`src/rtl/dm_arbiter.sv`:
```
// dm_arbiter: two-port arbiter in front of a single-ported data memory.
// Each access takes three cycles: IDLE (grant), ACCESS (memory cycle) and RESP (ack pulse).
// Optional macro DM_ARBITER_ROUND_ROBIN_EN: simultaneous requests alternate between ports.
// Without it, port 0 always wins a tie.
module dm_arbiter #(
    parameter int unsigned AW = 32,
    parameter int unsigned DW = 32
) (
    input  logic          clk,
    input  logic          reset,
    input  logic          p0_req,
    input  logic [AW-1:0] p0_addr,
    input  logic [DW-1:0] p0_wdata,
    input  logic [3:0]    p0_byteen,
    output logic          p0_ack,
    output logic [DW-1:0] p0_rdata,
    input  logic          p1_req,
    input  logic [AW-1:0] p1_addr,
    input  logic [DW-1:0] p1_wdata,
    input  logic [3:0]    p1_byteen,
    output logic          p1_ack,
    output logic [DW-1:0] p1_rdata,
    output logic [AW-1:0] mem_addr,
    output logic [DW-1:0] mem_wdata,
    output logic [3:0]    mem_byteen,
    input  logic [DW-1:0] mem_rdata,
    output logic          busy
);

    localparam int unsigned BE_W = 4;

    localparam logic [1:0] S_IDLE   = 2'd0;
    localparam logic [1:0] S_ACCESS = 2'd1;
    localparam logic [1:0] S_RESP   = 2'd2;

    logic [1:0]      state_q,      state_d;
    logic            grant_q,      grant_d;
    logic            p0_ack_q,     p0_ack_d;
    logic            p1_ack_q,     p1_ack_d;
    logic [DW-1:0]   p0_rdata_q,   p0_rdata_d;
    logic [DW-1:0]   p1_rdata_q,   p1_rdata_d;
    logic [AW-1:0]   mem_addr_q,   mem_addr_d;
    logic [DW-1:0]   mem_wdata_q,  mem_wdata_d;
    logic [BE_W-1:0] mem_byteen_q, mem_byteen_d;
    logic            busy_q,       busy_d;
    logic            win_c;
`ifdef DM_ARBITER_ROUND_ROBIN_EN
    logic            last_q,       last_d;
`endif

    // Winner selection for the IDLE grant (1 = port 1)
    always_comb begin
        win_c = 1'b0;
`ifdef DM_ARBITER_ROUND_ROBIN_EN
        win_c = p1_req & (~p0_req | ~last_q);
`else
        win_c = p1_req & ~p0_req;
`endif
    end

    // Next-state and next-output logic
    always_comb begin
        state_d      = state_q;
        grant_d      = grant_q;
        p0_ack_d     = 1'b0;
        p1_ack_d     = 1'b0;
        p0_rdata_d   = p0_rdata_q;
        p1_rdata_d   = p1_rdata_q;
        mem_addr_d   = '0;
        mem_wdata_d  = '0;
        mem_byteen_d = '0;
        busy_d       = 1'b0;
`ifdef DM_ARBITER_ROUND_ROBIN_EN
        last_d       = last_q;
`endif
        case (state_q)
            S_IDLE: begin
                if (p0_req || p1_req) begin
                    // Latch the winner's request straight into the memory-port registers
                    grant_d = win_c;
                    if (win_c) begin
                        mem_addr_d   = p1_addr & ~AW'(3);
                        mem_wdata_d  = p1_wdata;
                        mem_byteen_d = p1_byteen;
                    end else begin
                        mem_addr_d   = p0_addr & ~AW'(3);
                        mem_wdata_d  = p0_wdata;
                        mem_byteen_d = p0_byteen;
                    end
`ifdef DM_ARBITER_ROUND_ROBIN_EN
                    last_d  = win_c;
`endif
                    busy_d  = 1'b1;
                    state_d = S_ACCESS;
                end
            end
            S_ACCESS: begin
                // Capture the pre-write word on the same edge the memory commits any write
                if (grant_q) begin
                    p1_rdata_d = mem_rdata;
                    p1_ack_d   = 1'b1;
                end else begin
                    p0_rdata_d = mem_rdata;
                    p0_ack_d   = 1'b1;
                end
                busy_d  = 1'b1;
                state_d = S_RESP;
            end
            S_RESP: begin
                state_d = S_IDLE;
            end
            default: begin
                state_d = S_IDLE;
            end
        endcase
    end

    // State and output registers with synchronous active-low reset
    always_ff @(posedge clk) begin
        if (!reset) begin
            state_q      <= S_IDLE;
            grant_q      <= 1'b0;
            p0_ack_q     <= 1'b0;
            p1_ack_q     <= 1'b0;
            p0_rdata_q   <= '0;
            p1_rdata_q   <= '0;
            mem_addr_q   <= '0;
            mem_wdata_q  <= '0;
            mem_byteen_q <= '0;
            busy_q       <= 1'b0;
`ifdef DM_ARBITER_ROUND_ROBIN_EN
            last_q       <= 1'b1;
`endif
        end else begin
            state_q      <= state_d;
            grant_q      <= grant_d;
            p0_ack_q     <= p0_ack_d;
            p1_ack_q     <= p1_ack_d;
            p0_rdata_q   <= p0_rdata_d;
            p1_rdata_q   <= p1_rdata_d;
            mem_addr_q   <= mem_addr_d;
            mem_wdata_q  <= mem_wdata_d;
            mem_byteen_q <= mem_byteen_d;
            busy_q       <= busy_d;
`ifdef DM_ARBITER_ROUND_ROBIN_EN
            last_q       <= last_d;
`endif
        end
    end

    assign p0_ack     = p0_ack_q;
    assign p1_ack     = p1_ack_q;
    assign p0_rdata   = p0_rdata_q;
    assign p1_rdata   = p1_rdata_q;
    assign mem_addr   = mem_addr_q;
    assign mem_wdata  = mem_wdata_q;
    assign busy       = busy_q;
    // Reset gates the write strobe so an aborted ACCESS never commits on the reset edge
    assign mem_byteen = reset ? mem_byteen_q : 4'b0000;

endmodule
```
`config.mk`:
```
export PLATFORM = sky130hd
export DESIGN_NAME = dm_arbiter
export DESIGN_NICKNAME = d
export VERILOG_FILES = /design/src/rtl/dm_arbiter.sv
export SDC_FILE = /design/constraint.sdc
export NUM_CORES = 1
export LEC_CHECK = 0
export BUFFER_PORTS_ARGS = -buffer_cell sky130_fd_sc_hd__buf_2
export CORE_MARGIN = 8
export CORE_UTILIZATION = 38
export DETAILED_ROUTE_END_ITERATION = 12
export PLACE_DENSITY = 0.74
export SYNTH_ARGS = -nofsm -noshare
export SYNTH_HDL_FRONTEND = slang
export SYNTH_SLANG_ARGS = --single-unit
```
`constraint.sdc`:
```
create_clock -name clk -period 1.3 [get_ports clk]
set_clock_uncertainty 0.05 [all_clocks]
set_input_delay 0.13 -clock clk [delete_from_list [all_inputs] [get_ports clk]]
set_output_delay 0.13 -clock clk [all_outputs]
set_load 0.03 [all_outputs]
```
# Word level (Yosys, flattened, before mapping)
# Cells that the tools add are included.
# word_totals
rom_bits	0
mem_count	0
word_cells	32
mem_bits_rw	0
ff_bits	138
latch_bits	0
input_bits	172
# op_classes
bitwise	3
addsub	0
div	0
n_mux	10
multipliers	0
shift	0
eq_ne	2
magnitude_cmp	0
reduce_logical	7
# ops
op	count
$mux 32	2
$mux 4	2
$reduce_and 2->1	4
$pmux 2 s2	1
$mux 1	3
$reduce_and 3->1	1
$eq 2x1->1 const B	1
$logic_not 2->1	1
$mux 2	1
$ne 2x2->1 const B	1
$not 1->1	2
$pmux 1 s2	1
$and 1x1->1	1
$logic_or 1x1->1	1

# Longest topological paths before layout
# Gate-level depths: netlist of the first run.
# logic_depth
word_depth	3
depth_mapped	5

# Worst setup path before layout of the first run
# OpenSTA, ideal clock, no wires.
# synth_timing
path_type	register -> register
startpoint	reg state_q[0]
endpoint	reg p0_rdata_q[6] (netlist: p0_rdata[6])
required_ns	1.135
period_less_slack_ns	1.282
setup_time_ns	0.115
slack_ns	0.018
path_buffers	2
arrival_time_ns	1.117
stages_incl_launch_ff	6
cell_sequence	dfxtp_1 > or3b_1 > buf_6 > buf_6 > nand3_1 > o21ai_2
# synth_between
elab_chain_cells	2
# synth_lines
item	line	source
start: declaration	36	logic [1:0] state_q, state_d;
start signal: assignment	135	state_q <= state_d;
$eq 2x1->1	76	case (state_q)
$reduce_and 2->1 (no source line)	-	
end signal: assignment	139	p0_rdata_q <= p0_rdata_d;
end: declaration	40	logic [DW-1:0] p0_rdata_q, p0_rdata_d;
# No other way between the ends.
# A chain may end at the register's enable or synchronous reset.

# Worst setup path in the final report of the first run
# layout_timing
startpoint	reg state_q[1]
endpoint	reg p0_rdata_q[28] (netlist: p0_rdata[28])
# The elaborated chain is that of the path after synthesis.

==> results of run 1 <==
-- Yosys cell counts (all sizes together) --
library cell,count
nand2,166
dfxtp,136
a21oi,67
nand3,64
o21ai,64
buf,33
clkbuf,15
and2,4
inv,3
nor2,3
nor2b,2
a211oi,1
conb,1
nand2b,1
nand3b,1
o211ai,1
or3b,1
-- timing repair --
| action | in CTS | in global routing |
|---|---|---|
| hold endpoints to repair | 131 | 0 |
| pin swaps | 1 | 28 |
| setup endpoints to repair | 73 | 118 |
| cloned | 4 | 10 |
| hold buffers | 165 | 0 |
| buffers inserted | 3 | 3 |
| gates resized for setup | 50 | 130 |
-- placed cells by master, fill, tap and decap left out, drive strengths merged --
cell and count:
a211oi 1, clkinv 6, nand2b 1, buf 339, nand2 166, or3b 1, bufinv 1, and2 4
o21ai 64, nand3b 1, conb 2, clkbuf 32, inv 3, diode 10, dlygate4sd3 165, a21oi 67
nor2 3, dfxtp 136, o211ai 1, clkinvlp 1, nand3 64, nor2b 2
-- layout make-up --
cell class | instances | area, um^2 | area share
inverters | 3 | 11.3 | 0.00116
clock buffers | 24 | 482 | 0.0495
diodes | 10 | 25.0 | 0.00257
clock inverters | 8 | 71.3 | 0.00733
flip-flops and latches | 136 | 2730 | 0.280
well taps | 172 | 215 | 0.0221
multi-input cells | 377 | 2320 | 0.239
repair buffers | 512 | 3880 | 0.399
-- metrics by stage --
step	TNS [ns]	hold WS, ns
2_1_floorplan	0	0.174
4_1_cts	-0.703	0.0148
5_1_grt	-5.74	0.0420
6_report	-1.58	0.0365
3_3_place_gp	-1.33	0.318
3_5_place_dp	-1.99	0.321
-- sequential cells by signal, indices dropped and copies added (netlist names) --
name / cells
p0_ack: 1
busy: 1
state_q: 2
p1_ack: 1
mem_byteen_q: 4
mem_addr: 30
mem_wdata: 32
p0_rdata: 32
grant_q: 1
p1_rdata: 32
-- cell families after synthesis --
kind of cell,share of synthesized area
buffers and inverters,0.0599
other,0.000787
and+or+nand+nor,0.213
DFF,0.571
AOI/OAI and AO/OA,0.155
-- how the worst max path moves through the flow --
stage                    endpoint  slack [ns]  depth (start not counted)
finish               p0_rdata[28]       -0.09                          4
detailed placement    p0_rdata[4]       -0.08                          4
CTS                 mem_wdata[18]       -0.04                          6
global route         p0_rdata[28]       -0.14                          4
floorplan             p0_rdata[6]        0.02                          5
global placement      p0_rdata[0]       -0.06                          4
-- routing by layer --
metal / vias up / GRT usage / routed length [um]
met1: 3052 / 0.285 / 8800
li1: 2856 / - / -
met3: 208 / 0.0936 / 2930
met2: 581 / 0.494 / 13500
met4: 0 / 0.222 / 2350
met5: - / 0 / 0
-- report_power, final --
part | internal (uW) | switching, uW
Sequential | 4400 | 108
Combinational | 1110 | 1480
Clock | 2770 | 1850
Total | 8280 | 3440
-- critical path, delay by kind of cell (launching register included) --
family,cells,cell delay (ns)
and+or+nand+nor,2,0.62
AOI/OAI and AO/OA,1,0.07
buffers and inverters,1,0.22
DFF,1,0.32
==> flow_metrics.py, run 1 <==
metrics = {
    "floorplan": {
        "chipHeight_um": 128,
        "dieArea_um2": 16400,
        "initial_core_util": 0.384,
        "die_x_um": 128,
        "pin_count": 307,
        "rows": 41,
        "fp.coreArea_um2": 12400,
    },
    "placed_design": {
        "post_dp_cell_area_um2": 6580,
        "io_buffers": 300,
        "numPlacedInstances": 1017,
        "dp_hpwl_mm": 12.5,
        "globalplace.congestion": 0.819,
        "place_ws_ns": -0.0820,
    },
    "timing": {
        "rsz0062_at_grt": "true",
        "hold_viol_final": 0,
        "fin_ws_ns": -0.0894,
        "fin_crit_sh": 1.07,
        "slew_violations": 0,
        "timing.fmax_ghz": 0.720,
        "setup_violations": 58,
        "min_period_ns": 1.39,
    },
    "final_layout": {
        "finalInstanceArea_um2": 9730,
        "final_cells": 1242,
        "drive_above_1_share": 0.476,
        "fin_nets": 1219,
        "syn_to_final_growth_pct": 104,
        "final_core_util": 0.784,
        "fillers": 717,
    },
    "outcome": {
        "outcome": "finished with violations",
        "violations": "setup timing",
    },
    "grt": {
        "track_usage": 0.288,
        "antenna_found_initial": 8,
        "grt_pass1_wl_mm": 36.1,
        "grt_max_degree": 66,
        "overflow": 0,
        "grt_pass1_vias": 6677,
    },
    "hold_path": {
        "hp-class": "in2reg",
        "min_to": "grant_q",
        "min_from": "p1_req",
        "min_delay_path_depth": 3,
    },
    "setup_path": {
        "worstSetupEndpointType": "flop",
        "crit_required_ns": 1.56,
        "critPathKind": "reg2reg",
        "crit_slowest_cell": "or3b_4",
        "cp_data_arrival_time_ns": 1.65,
        "r2r-end": "p0_rdata[28]",
        "setup.worst_path.start": "state_q[1]",
        "cp_max_fo": 12,
        "start_kind": "flop",
        "ff2ff_setup_slack_ns": -0.09,
        "r2r_cells": 4,
        "slowest_delay_ns": 0.51,
        "r2r-start": "state_q[1]",
        "cp_cell_sequence": "or3b_4, clkbuf_16, nand3_1, o21ai_2",
    },
    "clock_network": {
        "cts_max_level": 4,
        "cts_buffers": 17,
        "clk_latency_ns": 0.41,
        "cts_tree": "yes",
        "clockBufferDepth": 2,
        "cts-root-buf": "clkbuf_16",
        "cts.sinks": 136,
        "path_clk_slew_ns": 0.06,
    },
    "route": {
        "drc": 0,
        "vias_per_cell": 5.39,
        "totalWireLength_mm": 27.6,
        "wl_per_cell_um": 22.2,
        "vias": 6697,
        "drt-initial-drc-count": 668,
        "ant_nets": 0,
        "drt-pass1-iter-count": 7,
    },
    "yosys": {
        "synth_seq_cells": 136,
        "synthCells": 563,
        "synth.avg_cell_area_um2": 8.46,
        "ys_seq_area_frac": 0.571,
        "synth.area.top_cells": "dfxtp_1 57%, nand2_1 13%, a21oi_1 7.0%",
        "ys_types": 23,
        "yosys.area.top_type": "dfxtp_1",
        "netlist.area_leader.share": 0.571,
        "netlist_area_um2": 4760,
        "yosysWarningCount": 0,
    },
    "pwr": {
        "p_leak_uw": 0.00453,
        "power_per_cell_area_nw_per_um2": 1200,
        "total_power_uw": 11700,
        "vdd_drop_max_mv": 0.949,
    },
    "flow_run": {
        "maxCapViolations": 0,
    },
}
No activity file was read; power rests on OpenSTA's default activity.
==> run 2, diff against run 1 <==
--- a/config.mk
+++ b/config.mk
@@ -10,6 +10,7 @@
 export CORE_UTILIZATION = 38
 export DETAILED_ROUTE_END_ITERATION = 12
 export PLACE_DENSITY = 0.74
+export REMOVE_ABC_BUFFERS = 1
 export SYNTH_ARGS = -nofsm -noshare
 export SYNTH_HDL_FRONTEND = slang
 export SYNTH_SLANG_ARGS = --single-unit
==> run 2 against run 1 <==
Net effect:
- core utilization down 1.6 points
- register-to-register slack better by 0.02 ns
- critical endpoint is now mem_wdata[13]
- count of clock-buffer cells in the layout down 4
- critical path type unchanged
- the run still ends with setup timing left
- hold slack worse by 0.0038 ns
- cell area down 2.1%
- global-route usage down 0.83 points
- highest routed layer unchanged
==> flow_metrics.py, run 2 (same netlist as run 1, synthesis figures left out) <==
metrics = {
    "pwr": {
        "p_leak_uw": 0.00448,
        "power_per_cell_area_nw_per_um2": 1270,
        "total_power_uw": 12100,
        "vdd_drop_max_mv": 0.739,
    },
    "floorplan": {
        "pin_count": 307,
        "rows": 41,
        "initial_core_util": 0.384,
        "fp.coreArea_um2": 12400,
        "chipHeight_um": 128,
        "die_x_um": 128,
        "dieArea_um2": 16400,
    },
    "placed_design": {
        "globalplace.congestion": 0.829,
        "io_buffers": 300,
        "post_dp_cell_area_um2": 6550,
        "dp_hpwl_mm": 12.5,
    },
    "final_layout": {
        "multi_input_area_um2": 2210,
        "drive_above_1_share": 0.452,
        "fillers": 712,
        "syn_to_final_growth_pct": 100,
        "final_common_cell": "buf_2",
        "fin_nets": 1211,
        "final-seq-area_um2": 2730,
        "finalInstanceArea_um2": 9530,
        "layout_common_cells": "300 x buf_2, 166 x nand2_1, 165 x dlygate4sd3_1",
    },
    "outcome": {
        "outcome": "finished with violations",
        "violations": "setup timing",
    },
    "grt": {
        "grt_pass1_wl_mm": 35.3,
        "grt_max_degree": 61,
        "use_met1": 0.286,
        "overflow": 0,
        "top_usage_layer": "met2",
        "grtUsageMet2": 0.465,
        "grt_pass1_vias": 6646,
        "antenna_found_initial": 8,
        "met3_usage": 0.103,
        "track_usage": 0.280,
    },
    "clock_network": {
        "cts-root-buf": "clkbuf_16",
        "path_clk_slew_ns": 0.06,
        "clk_latency_ns": 0.40,
        "cts_max_level": 4,
        "clockBufferDepth": 2,
        "cts_tree": "yes",
        "cts.sinks": 136,
        "cts_buffers": 17,
    },
    "timing": {
        "fin_crit_sh": 1.05,
        "hold_viol_final": 0,
        "rsz0062_at_grt": "true",
        "slew_violations": 0,
        "min_period_ns": 1.37,
        "fin_ws_ns": -0.0650,
        "setup_violations": 55,
        "timing.fmax_ghz": 0.733,
    },
    "route": {
        "ant_nets": 0,
        "drt-initial-drc-count": 615,
        "drt-pass1-iter-count": 5,
        "wl_per_cell_um": 21.1,
        "vias_per_cell": 5.23,
        "vias": 6468,
        "drc": 0,
        "totalWireLength_mm": 26.1,
    },
    "flow_run": {
        "maxCapViolations": 0,
    },
    "setup_path": {
        "cp_data_arrival_time_ns": 1.65,
        "start_kind": "flop",
        "cp_max_fo": 8,
        "worstSetupEndpointType": "flop",
        "critPathKind": "reg2reg",
        "crit_required_ns": 1.59,
    },
    "hold_path": {
        "hp-class": "in2reg",
    },
}
[run 2: layout make-up]
type,instances,share of cell area
timing repair buffer,504,0.390
sequential,136,0.286
multi-input combinational,377,0.232
clock buffer,20,0.0469
tap,172,0.0226
clock inverter,12,0.0184
antenna,13,0.00341
inverter,3,0.00118
[run 2: critical path, cell delays in order, from the launching register on]
cell and delay, ns:
dfxtp_2 0.32, buf_6 0.12, nor2_4 0.10, o211ai_1 0.16, clkbuf_16 0.23, buf_8 0.15, a21oi_2 0.15
[run 2: timing repair]
item | CTS | global route
gates resized for setup | 64 | 60
endpoints found under the setup margin | 82 | 116
hold buffers | 165 | 0
hold endpoints to repair | 130 | 0
pin swaps | 2 | 8
buffers inserted | 2 | 1
cloned | 4 | 4
[run 2: routing by layer]
| metal | vias to the layer above | wire [um] |
|---|---|---|
| li1 | 2835 | - |
| met5 | - | 0 |
| met3 | 147 | 2940 |
| met2 | 519 | 12500 |
| met4 | 0 | 1780 |
| met1 | 2967 | 8910 |
[run 2: worst paths after layout]
kind | from | end | slack, ns | cells past startpoint
max | state_q[1] | mem_wdata[13] | -0.07 | 6
min | p1_req | grant_q | 0.03 | 3
max reg2reg | state_q[1] | mem_wdata[13] | -0.07 | 6
min reg2reg | p0_rdata[7] | p0_rdata[7] | 0.41 | 2
[run 2: stage by stage]
stage	setup WS [ns]	hold slack, ns	std cells	setup TNS [ns]	util
floorplan	-1.58	0.174	516	-154.32	-
global placement	-0.0552	0.317	1018	-1.36	0.527
detailed placement	-0.0842	0.322	1018	-4.20	0.527
CTS	-0.0572	0.00606	1221	-2.04	0.737
global route	-0.124	0.0193	1232	-5.07	0.767
finish	-0.0650	0.0327	1237	-0.954	0.768
[run 2: report_power, final]
part           total [uW]  switching, uW  internal (uW)
Clock                5130           1870           3260
Combinational        2470           1420           1050
Sequential           4510            114           4400
==> run 3, diff against run 2 <==
--- a/config.mk
+++ b/config.mk
@@ -9,7 +9,7 @@
 export CORE_MARGIN = 8
 export CORE_UTILIZATION = 38
 export DETAILED_ROUTE_END_ITERATION = 12
-export PLACE_DENSITY = 0.74
+export PLACE_DENSITY = 0.76
 export REMOVE_ABC_BUFFERS = 1
 export SYNTH_ARGS = -nofsm -noshare
 export SYNTH_HDL_FRONTEND = slang
==> run 3 against run 2 <==
Net effect:
- the run still ends with setup timing left
- clock power decreased by 12%
- global-route usage decreased by 0.36 points
- via count increased by 4.0%
- combinational power decreased by 3%
- die area unchanged
- flip-flop and latch count unchanged
- worst setup slack got worse by 0.0027 ns
- count of clock-buffer cells in the layout increased by 5
- final cell count decreased by 1.1%
- critical path depth decreased by 1
- power decreased by 5.7%
- largest power group unchanged
==> flow_metrics.py, run 3 (same netlist as run 1, synthesis figures left out) <==
metrics = {
    "outcome": {
        "outcome": "finished with violations",
        "violations": "setup timing",
    },
    "timing": {
        "fin_ws_ns": -0.0678,
        "rsz0062_at_grt": "true",
        "slew_violations": 0,
        "timing.fmax_ghz": 0.731,
        "fin_crit_sh": 1.05,
        "hold_viol_final": 0,
        "fin_tns_setup_ns": -0.327,
        "min_period_ns": 1.37,
        "setup_violations": 16,
    },
    "flow_run": {
        "maxCapViolations": 0,
    },
    "route": {
        "ant_nets": 0,
        "totalWireLength_mm": 27.2,
        "vias_per_cell": 5.50,
        "wl_per_cell_um": 22.3,
        "wl_met1_mm": 8.51,
        "vias": 6726,
        "wl_met3_mm": 3.53,
        "drc": 0,
        "drt-initial-drc-count": 668,
        "top_layer": "met4",
        "drt-pass1-iter-count": 7,
        "met2RoutedLength_mm": 13.0,
    },
    "final_layout": {
        "drive_above_1_share": 0.400,
        "layout_common_cells": "299 x buf_2, 166 x nand2_1, 164 x dlygate4sd3_1",
        "final_core_util": 0.737,
        "syn_to_final_growth_pct": 92.1,
        "fin_nets": 1203,
        "final_common_cell": "buf_2",
        "final_cells": 1224,
    },
    "setup_path": {
        "cp_data_arrival_time_ns": 1.62,
        "critPathKind": "reg2reg",
        "cp_max_fo": 34,
        "worstSetupEndpointType": "flop",
        "r2r_cells": 5,
        "start_kind": "flop",
        "path_buf_inv": 2,
        "crit_required_ns": 1.56,
        "setup.worst_path.start": "state_q[0]",
        "r2r-start": "state_q[0]",
        "cp_cell_sequence": "buf_6, nor2_4, o211ai_1, clkbuf_16, a21oi_2",
        "cp.depth": 5,
        "crit_slowest_cell": "dfxtp_2",
        "critPathTopFamily": "compound AO/OA/AOI/OAI gates",
        "slowest_delay_ns": 0.31,
    },
    "grt": {
        "track_usage": 0.276,
        "grt_max_degree": 69,
        "overflow": 0,
        "grt_pass1_vias": 6454,
        "grt_pass1_wl_mm": 34.9,
        "antenna_found_initial": 10,
    },
    "floorplan": {
        "dieArea_um2": 16400,
        "rows": 41,
        "initial_core_util": 0.384,
        "chipHeight_um": 128,
        "fp.coreArea_um2": 12400,
        "die_x_um": 128,
        "pin_count": 307,
    },
    "pwr": {
        "vdd_drop_max_mv": 0.847,
        "p_leak_uw": 0.00440,
        "total_power_uw": 11400,
        "power_per_cell_area_nw_per_um2": 1250,
    },
    "clock_network": {
        "path_clk_slew_ns": 0.06,
        "clockBufferDepth": 2,
        "cts.sinks": 136,
        "cts-root-buf": "clkbuf_16",
        "cts_tree": "yes",
        "cts_buffers": 17,
        "clk_latency_ns": 0.40,
        "cts_max_level": 4,
    },
    "placed_design": {
        "globalplace.congestion": 0.843,
        "numPlacedInstances": 1008,
        "dp_hpwl_mm": 12.1,
        "io_buffers": 300,
    },
    "hold_path": {
        "hp-class": "in2reg",
        "min_delay_path_depth": 3,
        "min_from": "p1_req",
    },
}
-- run 3: cell count changes in the layout (fill, tap and decap cells not counted), sizes merged --
cell / delta
buf: -10
bufinv: -3
clkbuf: +7
clkinv: -4
clkinvlp: -2
diode: -1
dlygate4sd3: -1
dlymetal6s4s: +1
-- run 3: power by group --
| part | total, uW | switching (uW) | leakage (uW) | internal (uW) |
|---|---|---|---|---|
| registers | 4500 | 105 | 0.00111 | 4400 |
| clock network | 4520 | 1720 | 0.000261 | 2790 |
| logic | 2390 | 1390 | 0.00303 | 1000 |
-- run 3: worst paths after layout --
path | to | slack, ns
setup / recovery | mem_addr[12] | -0.07
hold / removal | grant_q | 0.05
setup reg to reg | mem_addr[12] | -0.07
hold reg to reg | p0_rdata[9] | 0.41
-- run 3: worst register-to-register path: stages, from the launching register on --
cell	delay (ns)
dfxtp_2	0.31
buf_6	0.11
nor2_4	0.10
o211ai_1	0.16
clkbuf_16	0.27
a21oi_2	0.27
-- run 3: through the flow --
stage          setup slack (ns)  area [um^2]  hold WS [ns]
6_report                -0.0678         9150        0.0459
5_1_grt                 -0.0774         9140        0.0404
4_1_cts                 0.00111         8710        0.0141
3_5_place_dp             -0.118         6480         0.326
3_3_place_gp            -0.0797         6480         0.320
2_1_floorplan             -1.58         4490         0.174
-- run 3: what timing repair did --
item | 4_1_cts | 5_1_grt
hold endpoints to repair | 131 | 0
setup buffers | 0 | 2
endpoints found under the setup margin | 32 | 94
pin swaps | 1 | 3
gates cloned | 1 | 9
gates resized for setup | 6 | 56
hold buffers | 165 | 0
-- run 3: final cells by class --
type                    instances  area, um^2
well taps                     172         215
clock buffers                  25         495
repair buffers                496        3670
flip-flops and latches        136        2730
diodes                         12        30.0
inverters                       3        11.3
fillers                       808        3260
multi-input cells             377        1960
clock inverters                 3        42.5
-- run 3: metal layers --
layer / GRT usage / vias to the layer above
met5: 0 / -
met4: 0.188 / 0
met3: 0.104 / 211
met2: 0.468 / 657
met1: 0.279 / 3048
li1: - / 2810
